$ cat src/rtl/fetch_unit_if.sv
// fetch_unit_if: PC, instruction-memory, redirect and decode-handshake bundle of the fetch unit.
interface fetch_unit_if #(
    parameter int WIDTH = 32
);
    logic [WIDTH-1:0] pc;
    logic [WIDTH-1:0] next_PC;
    logic             imem_req;
    logic [WIDTH-1:0] imem_addr;
    logic [WIDTH-1:0] imem_rdata;
    logic             redirect;
    logic [WIDTH-1:0] redirect_target;
    logic             instr_valid;
    logic             instr_ready;
    logic [WIDTH-1:0] instr;
    logic [WIDTH-1:0] instr_pc;
    logic             fetch_fault;
    modport master (
        input  pc, imem_rdata, redirect, redirect_target, instr_ready,
        output next_PC, imem_req, imem_addr, instr_valid, instr, instr_pc, fetch_fault
    );
    modport slave (
        output pc, imem_rdata, redirect, redirect_target, instr_ready,
        input  next_PC, imem_req, imem_addr, instr_valid, instr, instr_pc, fetch_fault
    );
endinterface

$ cat src/rtl/fetch_unit.sv
// fetch_unit: PC sequencing, instruction-memory requests and a small decode queue.
// FETCH_MISALIGN_TRAP_EN: misaligned redirects raise a sticky fault and halt instead of being realigned.
module fetch_unit #(
    parameter int WIDTH  = 32,
    parameter int QDEPTH = 2
) (
    input  logic         clk,
    input  logic         rst,
    fetch_unit_if.master fu
);
    localparam int AW = (QDEPTH > 1) ? $clog2(QDEPTH) : 1;
    typedef enum logic [1:0] {IDLE, RUN, HALT} state_e;
    state_e           state_q, state_d;
    logic [AW:0]      cnt_q, cnt_d;
    logic [AW-1:0]    rd_q, rd_d, wr_q, wr_d;
    logic             infl_q, infl_d, fault_q, fault_d;
    logic [WIDTH-1:0] infl_pc_q;
    logic [WIDTH-1:0] hold_instr_q, hold_pc_q;
    logic [WIDTH-1:0] data_q [QDEPTH];
    logic [WIDTH-1:0] addr_q [QDEPTH];
    logic [WIDTH-1:0] target;
    logic             run, misaligned, flush, enq, deq, valid;
`ifdef FETCH_MISALIGN_TRAP_EN
    assign misaligned = fu.redirect_target[1:0] != 2'b00;
    assign target     = fu.redirect_target;
`else
    logic unused_target_lsbs;
    assign unused_target_lsbs = ^fu.redirect_target[1:0];
    assign misaligned = 1'b0;
    assign target     = {fu.redirect_target[WIDTH-1:2], 2'b00};
`endif
    assign run   = !rst && state_q == RUN;
    assign flush = run && fu.redirect;
    assign valid = !rst && cnt_q != '0;
    assign deq   = valid && fu.instr_ready;
    // a redirect kills the response arriving this cycle by never enqueuing it
    assign enq   = run && infl_q && !fu.redirect;
    assign fu.imem_req    = run && !fu.redirect && (int'(cnt_q) + int'(infl_q) < QDEPTH);
    assign fu.imem_addr   = fu.pc;
    assign fu.next_PC     = rst ? '0 : !run ? fu.pc :
                            fu.redirect ? (misaligned ? fu.pc : target) :
                            fu.imem_req ? fu.pc + WIDTH'(4) : fu.pc;
    assign fu.instr_valid = valid;
    assign fu.instr       = valid ? data_q[rd_q] : hold_instr_q;
    assign fu.instr_pc    = valid ? addr_q[rd_q] : hold_pc_q;
    assign fu.fetch_fault = fault_q && !rst;
    always_comb begin
        state_d = state_q == IDLE ? RUN : (flush && misaligned) ? HALT : state_q;
        cnt_d   = flush ? '0 : cnt_q + (AW+1)'(enq) - (AW+1)'(deq);
        rd_d    = flush ? '0 : rd_q + AW'(deq);
        wr_d    = flush ? '0 : wr_q + AW'(enq);
        fault_d = fault_q || (flush && misaligned);
        infl_d  = fu.imem_req;
    end
    always_ff @(posedge clk) begin
        if (rst) begin
            state_q      <= IDLE;
            cnt_q        <= '0;
            rd_q         <= '0;
            wr_q         <= '0;
            infl_q       <= 1'b0;
            fault_q      <= 1'b0;
            hold_instr_q <= '0;
            hold_pc_q    <= '0;
        end else begin
            state_q      <= state_d;
            cnt_q        <= cnt_d;
            rd_q         <= rd_d;
            wr_q         <= wr_d;
            infl_q       <= infl_d;
            fault_q      <= fault_d;
            hold_instr_q <= fu.instr;
            hold_pc_q    <= fu.instr_pc;
        end
    end
    always_ff @(posedge clk) begin
        if (enq) begin
            data_q[wr_q] <= fu.imem_rdata;
            addr_q[wr_q] <= infl_pc_q;
        end
        if (fu.imem_req) infl_pc_q <= fu.pc;
    end
endmodule

$ cat src/flat_wrapper.sv
// flat-port wrapper written by rule: the top's interface ports become plain ports
module fetch_unit_flat 
#(
    parameter int WIDTH  = 32,
    parameter int QDEPTH = 2
)
  (clk, rst, fu_pc, fu_imem_rdata, fu_redirect, fu_redirect_target, fu_instr_ready, fu_next_PC, fu_imem_req, fu_imem_addr, fu_instr_valid, fu_instr, fu_instr_pc, fu_fetch_fault);
  fetch_unit_if #(.WIDTH(WIDTH)) fu_i ();
  input  logic clk;
  input  logic rst;
  input wire logic [$bits(fu_i.pc)-1:0] fu_pc;
  input wire logic [$bits(fu_i.imem_rdata)-1:0] fu_imem_rdata;
  input wire logic [$bits(fu_i.redirect)-1:0] fu_redirect;
  input wire logic [$bits(fu_i.redirect_target)-1:0] fu_redirect_target;
  input wire logic [$bits(fu_i.instr_ready)-1:0] fu_instr_ready;
  output wire logic [$bits(fu_i.next_PC)-1:0] fu_next_PC;
  output wire logic [$bits(fu_i.imem_req)-1:0] fu_imem_req;
  output wire logic [$bits(fu_i.imem_addr)-1:0] fu_imem_addr;
  output wire logic [$bits(fu_i.instr_valid)-1:0] fu_instr_valid;
  output wire logic [$bits(fu_i.instr)-1:0] fu_instr;
  output wire logic [$bits(fu_i.instr_pc)-1:0] fu_instr_pc;
  output wire logic [$bits(fu_i.fetch_fault)-1:0] fu_fetch_fault;
  assign fu_i.pc = fu_pc;
  assign fu_i.imem_rdata = fu_imem_rdata;
  assign fu_i.redirect = fu_redirect;
  assign fu_i.redirect_target = fu_redirect_target;
  assign fu_i.instr_ready = fu_instr_ready;
  assign fu_next_PC = fu_i.next_PC;
  assign fu_imem_req = fu_i.imem_req;
  assign fu_imem_addr = fu_i.imem_addr;
  assign fu_instr_valid = fu_i.instr_valid;
  assign fu_instr = fu_i.instr;
  assign fu_instr_pc = fu_i.instr_pc;
  assign fu_fetch_fault = fu_i.fetch_fault;
  fetch_unit #(.WIDTH(WIDTH), .QDEPTH(QDEPTH)) u_core (.clk(clk), .rst(rst), .fu(fu_i));
endmodule
$ cat config.mk
export PLATFORM = sky130hd
export DESIGN_NAME = fetch_unit_flat
export DESIGN_NICKNAME = d
export VERILOG_FILES = /design/src/rtl/fetch_unit_if.sv /design/src/rtl/fetch_unit.sv /design/src/flat_wrapper.sv
export SDC_FILE = /design/constraint.sdc
export NUM_CORES = 1
export LEC_CHECK = 0
export ABC_AREA = 1
export CAP_MARGIN = 20
export CORE_MARGIN = 2
export CORE_UTILIZATION = 34
export CTS_CLUSTER_SIZE = 12
export DETAILED_ROUTE_END_ITERATION = 10
export PLACE_DENSITY = 0.63
export SYNTH_ARGS = -nofsm -noshare
export SYNTH_HDL_FRONTEND = slang
export SYNTH_SLANG_ARGS = --single-unit
$ cat constraint.sdc
create_clock -name clk -period 5.32 [get_ports clk]
set_clock_uncertainty 0.2 [all_clocks]
set_input_delay 0.532 -clock clk [delete_from_list [all_inputs] [get_ports clk]]
set_output_delay 0.532 -clock clk [all_outputs]
set_load 0.005 [all_outputs]
### After elaboration in Yosys (flattened, before gate mapping)

Memory sizes are Yosys's and may differ from the RTL's. A register that Yosys moved wholly into a read port is not among the register bits.
Cells that the tools add are included.

* register bits after elaboration: 102
* RAM bits: 128
* logic and storage cells: 40
* memories kept: 2

* add/sub/neg operators: 6
* $lt $le $gt $ge: 1
* mux-type cells: 10
* reduce and logical (&&, ||, !) cells: 13

Memory list
* u_core.addr_q: depth 2, width 32, rd ports 1, clocked after Yosys merged registers in 1, wr ports 1, line fetch_unit.sv:20 `logic [WIDTH-1:0] addr_q [QDEPTH];`
* u_core.data_q: depth 2, width 32, rd ports 1, clocked after Yosys merged registers in 1, wr ports 1, line fetch_unit.sv:19 `logic [WIDTH-1:0] data_q [QDEPTH];`

Operators with widths (number)
* $mux 32: 6
* $add 32x3->32 const B: 1
* $lt 32x3->1 const B: 1
* $logic_and 1x1->1: 8
* $mux 1: 4
* $add 2x1->3: 1
* $add 1x1->1: 2
* $add 2x1->2: 1
* $logic_not 1->1: 2
* $logic_not 2->1: 1
* $reduce_bool 2->1: 1
* $reduce_or 2->1: 1
* $sub 2x1->2: 1

### Logic depth before layout (Yosys ltp)

* depth in word-level cells: 8
* mapped depth: 12
* gate-level depth less buffers: 12

### Worst setup path after synthesis

Ideal clock, no wire load.

* path kind: input to register
* start point: input rst
* end point: memory u_core.addr_q[1][0] (enable)
* library setup time: 0.429 ns
* arrival time: 2.652 ns
* required time: 4.691 ns
* slack: 2.039 ns
* stages on the path: 5
* buffers on the path: 1
* path through: buf_6 inv_6 nand3_4 nor2_1 ha_1

* longest elaborated chain between the ends: 6

Ends and longest elaborated chain
* start: declaration: line flat_wrapper.sv:10 `input logic rst;`
* $logic_not 1->1: line fetch_unit.sv:32 `assign run = !rst && state_q == RUN;`
* $logic_and 1x1->1: line fetch_unit.sv:32
* $logic_and 1x1->1 (2 in a row): line fetch_unit.sv:37 `assign enq = run && infl_q && !fu.redirect;`
* $mux 1: line fetch_unit.sv:77 `if (enq) begin`
* $mux 1 (implied by the code): line fetch_unit.sv:79 `addr_q[wr_q] <= infl_pc_q;`
* end: declaration: line fetch_unit.sv:20

Every way passes these cells.

### Worst setup path after layout

* start point: register u_core.state_q[0]
* end point: output fu_next_PC[26]

* longest elaborated chain between the ends: 7

Ends and longest elaborated chain
* start: declaration: line fetch_unit.sv:13 `state_e state_q, state_d;`
* start signal: assignment: line fetch_unit.sv:66 `state_q <= state_d;`
* $logic_and 1x1->1 (*): line fetch_unit.sv:32
* $logic_and 1x1->1 (2 in a row): line fetch_unit.sv:38 `assign fu.imem_req = run && !fu.redirect && (int'(cnt_q) + int'(infl_q) < QDEPTH);`
* $mux 32: line fetch_unit.sv:42 `fu.imem_req ? fu.pc + WIDTH'(4) : fu.pc;`
* $mux 32: line fetch_unit.sv:41 `fu.redirect ? (misaligned ? fu.pc : target) :`
* $mux 32 (*) (2 in a row): line fetch_unit.sv:40 `assign fu.next_PC = rst ? '0 : !run ? fu.pc :`
* end: declaration: line flat_wrapper.sv:16 `output wire logic [$bits(fu_i.next_PC)-1:0] fu_next_PC;`

Mark *: on every way between the ends. The rest lies on a longest branch, timed or not.

==> flow_summary_export.csv <==
group,metric,value,unit
synthesis,yosysUniqueCellTypes,40,
synthesis,synth-seq-area-share,60.3,%
setup_path,timing.rr.end,"u_core.data_q[0][2]",
cells_and_area,area_delta_synth_final,30.6,%
route,postRouteAntennaNets,0,
clock_tree,cts_post_setup_buffers_inserted,0,
route,wire_per_inst,15.9,µm
die,io-pin-count,231,
global_routing,global_route.usage.met2,29.2,%
setup_path,critical-path-max-stage-delay,750,ps
sta,finalSetupViolCount,0,
clock_tree,numClockSinks,230,
worst_hold_path,hold_critical_path_depth,0,
synthesis,synth_area_leader_cell,"sky130_fd_sc_hd__edfxtp_1",
setup_path,cp_slowest_cell,"sky130_fd_sc_hd__dfxtp_1",
synthesis,syn_warnings,0,
sta,totalNegativeSetupSlack,0,ps
setup_path,crit_cells,9,
setup_path,critical_path_class,"register to primary output",
cells_and_area,fin_nets,1389,
worst_hold_path,hold_path.startpoint,"u_core.infl_pc_q[25]",
power,power_density,285,mW/mm²
global_routing,grt_first_pass_wirelength,41700,µm
synthesis,synth_area,0.0103,mm²
synthesis,synthTopCellsByArea,"sky130_fd_sc_hd__edfxtp_1 (47%), sky130_fd_sc_hd__dfxtp_1 (14%), sky130_fd_sc_hd__nand2_1 (10%)",
synthesis,synth-edff-count,160,
run,max-cap-violations,0,
setup_path,worst-r2r-cell-count,3,
global_routing,largest_net_degree_at_the_start_of_global_routing,67,
setup_path,crit_path_start_kind,"register",
route,route.detailed.drc,0,
clock_tree,clkSlewWorstSetupHoldPaths,60,ps
die,core_region_area,0.0297,mm²
route,detail_route.vias_per_cell,4.62,
global_routing,globalRoute.busiestLayer,"met2",
clock_tree,worstSkewPairLatency,510,ps
place,port_buf_inserts,227,
synthesis,post_synth_and_or_nand_nor_area_fraction,22.1,%
route,drt_first_iter_violations,455,
synthesis,ys_ff_latch,230,
clock_tree,cts_hold_buf,0,
global_routing,antenna_found_initial,2,
cells_and_area,fraction_of_layout_cells_with_a_size_suffix_above_1,10.2,%
die,fp.dieH,178,µm
global_routing,grt_use_met1,21.4,%
place,finalWeightedCongestion,0.841,
clock_tree,tritoncts,"done",
clock_tree,cts_repair_resize_count,0,
outcome,status,"completed",
die,floorplan.die_area,0.0317,mm²
setup_path,r2r_setup_slack,2290,ps
cells_and_area,finalCoreUtilization,45.2,%
cells_and_area,num-fill-cells,2820,
route,route.final.wire_length,27000,µm
sta,final_report_max_slew_violation_count,0,
global_routing,globalRouteOverflowTotal,0,
synthesis,postSynth.asyncResetShare,0,%
die,row_count,63,
route,drtPass1Iterations,4,
synthesis,mappedNetlistNets,1206,
sta,hold_violations,0,
synthesis,synth_adder_area_share,0.608,%
global_routing,grt_util_met3,3.11,%
setup_path,cp.buffers_inverters,2,
power,max-vdd-ir-drop,0.216,mV
clock_tree,clk_root_buffer_cell,"sky130_fd_sc_hd__clkbuf_16",
synthesis,synth_instances,1101,
synthesis,synth.avg_cell_area,9.34,µm²
setup_path,crit_required,4590,ps
place,detailed_place_hpwl,17400,µm
synthesis,synth_top_area_share,46.7,%
synthesis,synth_xor_xnor_area_share,0.170,%
clock_tree,cts_buffers,24,
synthesis,yosys-mux-area-fraction,0,%
power,cellLeakagePower,0.00594,µW
worst_hold_path,worstHoldPathType,"register to register",
setup_path,endpoint_kind,"primary output",
sta,fin_crit,3980,ps
sta,layout_worst_path_cycle_share,74.8,%
worst_hold_path,worstHoldEndpoint,"u_core.addr_q[1][25]",
global_routing,grt_pass1_vias,7632,
synthesis,post_synthesis_compound_gate_area_fraction,7.36,%
sta,fmax,251,MHz
clock_tree,clock_tree.buffer_depth,3,
synthesis,synth_top_family_by_area,"simple AND/OR/NAND/NOR gates",
route,detailroute.via_count,7821,
die,initial_core_util,34.6,%
global_routing,grt.total_usage,17.0,%
setup_path,cpLargestDelayFamily,"simple AND/OR/NAND/NOR gates",
setup_path,critical_path.max_fanout,19,
synthesis,postSynth.topFlopCell,"sky130_fd_sc_hd__edfxtp_1",
setup_path,cp_data_arrival_time,3250,ps
setup_path,regToRegStartpoint,"u_core.state_q[0]",
sta,max-slew-margin-rel,29.2,%
clock_tree,h-tree-depth,1,
sta,timing_worst_slew_pin_value,1060,ps
setup_path,worstPathCellList,"nand3_4 > nor2_8 > nand3_4 > nor2_1 > nand3_1 > nand3_1 > nand2_1 > inv_1 > clkdlybuf4s50_1",
sta,rsz0062_at_grt,"no",
die,die_w,178,µm
final cells by class:
cell class	instances	area, µm²	share of cell area, %
clock buffer	39	708	5.27
clock inverter	4	17.5	0.130
timing repair buffer	233	2310	17.2
antenna	2	5.00	0.0373
inverter	143	542	4.03
multi-input combinational	652	3150	23.4
sequential	230	6210	46.2
tap	390	488	3.63
per-stage QoR:
step / area, µm² / setup WS (ps) / hold WS, ps / cells / total power (µW)
floorplan: 10300 / 2040 / 221 / 1101 / 2110
global placement: 12700 / 1530 / 221 / 1648 / 2310
detailed placement: 12700 / 1510 / 229 / 1648 / 2310
CTS: 13400 / 1330 / 243 / 1691 / 3870
global route: 13400 / 1160 / 252 / 1692 / 3980
finish: 13400 / 1340 / 241 / 1693 / 3830
cell usage after synthesis, types with 3 or more instances:
cell and count:
sky130_fd_sc_hd__a211oi_1 15, sky130_fd_sc_hd__a21oi_1 10, sky130_fd_sc_hd__buf_1 7, sky130_fd_sc_hd__buf_2 5, sky130_fd_sc_hd__buf_4 33, sky130_fd_sc_hd__clkbuf_1 30, sky130_fd_sc_hd__dfxtp_1 70, sky130_fd_sc_hd__edfxtp_1 160
sky130_fd_sc_hd__ha_1 5, sky130_fd_sc_hd__inv_1 139, sky130_fd_sc_hd__nand2_1 285, sky130_fd_sc_hd__nand3_1 27, sky130_fd_sc_hd__nand3_4 3, sky130_fd_sc_hd__nand4_1 5, sky130_fd_sc_hd__nor2_1 111, sky130_fd_sc_hd__nor3_1 8
sky130_fd_sc_hd__o21ai_0 64, sky130_fd_sc_hd__o21ai_1 23, sky130_fd_sc_hd__o221a_2 8, sky130_fd_sc_hd__or2_2 66
registers in the layout (all words and copies together) (netlist names):
signal / flops
u_core.cnt_q: 2
u_core.wr_q: 1
u_core.infl_q: 1
u_core.rd_q: 1
u_core.infl_pc_q: 32
u_core.state_q: 1
u_core.hold_instr_q: 32
u_core.data_q: 64
u_core.addr_q: 64
u_core.hold_pc_q: 32
placed cells by master, fill, tap and decap left out, drive strengths merged:
cell and instances:
nand3 31, edfxtp 160, o221a 8, a211oi 15, ha 5, dfxtp 70, o221ai 2, nand4 5
o21ai 87, a21oi 11, a221oi 1, o21bai 1, nand2 288, o211ai 1, or2 66, xor2 1
a31oi 2, diode 2, clkinv 4, nor2 117, clkdlybuf4s50 226, buf 7, inv 143, nor3 8
o22ai 1, clkbuf 39, xnor2 1, conb 1
cells by family after synthesis:
family,count (synthesis)
flip-flops,230
buffers and inverters,219
AO/OA/AOI/OAI,129
other,1
AND/OR/NAND/NOR,515
adder cells (fa/ha/maj),5
XOR/XNOR,2
layer usage:
metal	vias up	share of wire [%]
li1	3879	-
met1	3688	43
met5	-	0.044
met4	2	3.4
met2	204	48
met3	48	5.2
how the worst max path moves through the flow:
stage,slack (ps),to,start
detailed placement,1510,fu_next_PC[26],fu_redirect
CTS,1330,fu_next_PC[26],u_core.state_q[0]
global placement,1530,fu_next_PC[26],fu_redirect
floorplan,2040,u_core.addr_q[1][0],rst
global route,1160,fu_next_PC[24],u_core.state_q[0]
finish,1340,fu_next_PC[26],u_core.state_q[0]
report_power, final:
part	internal [µW]	total [µW]	switching (µW)
clock	903	1550	648
sequential	1930	1940	7.37
combinational	179	339	160
No activity file was read; power rests on OpenSTA's default activity.
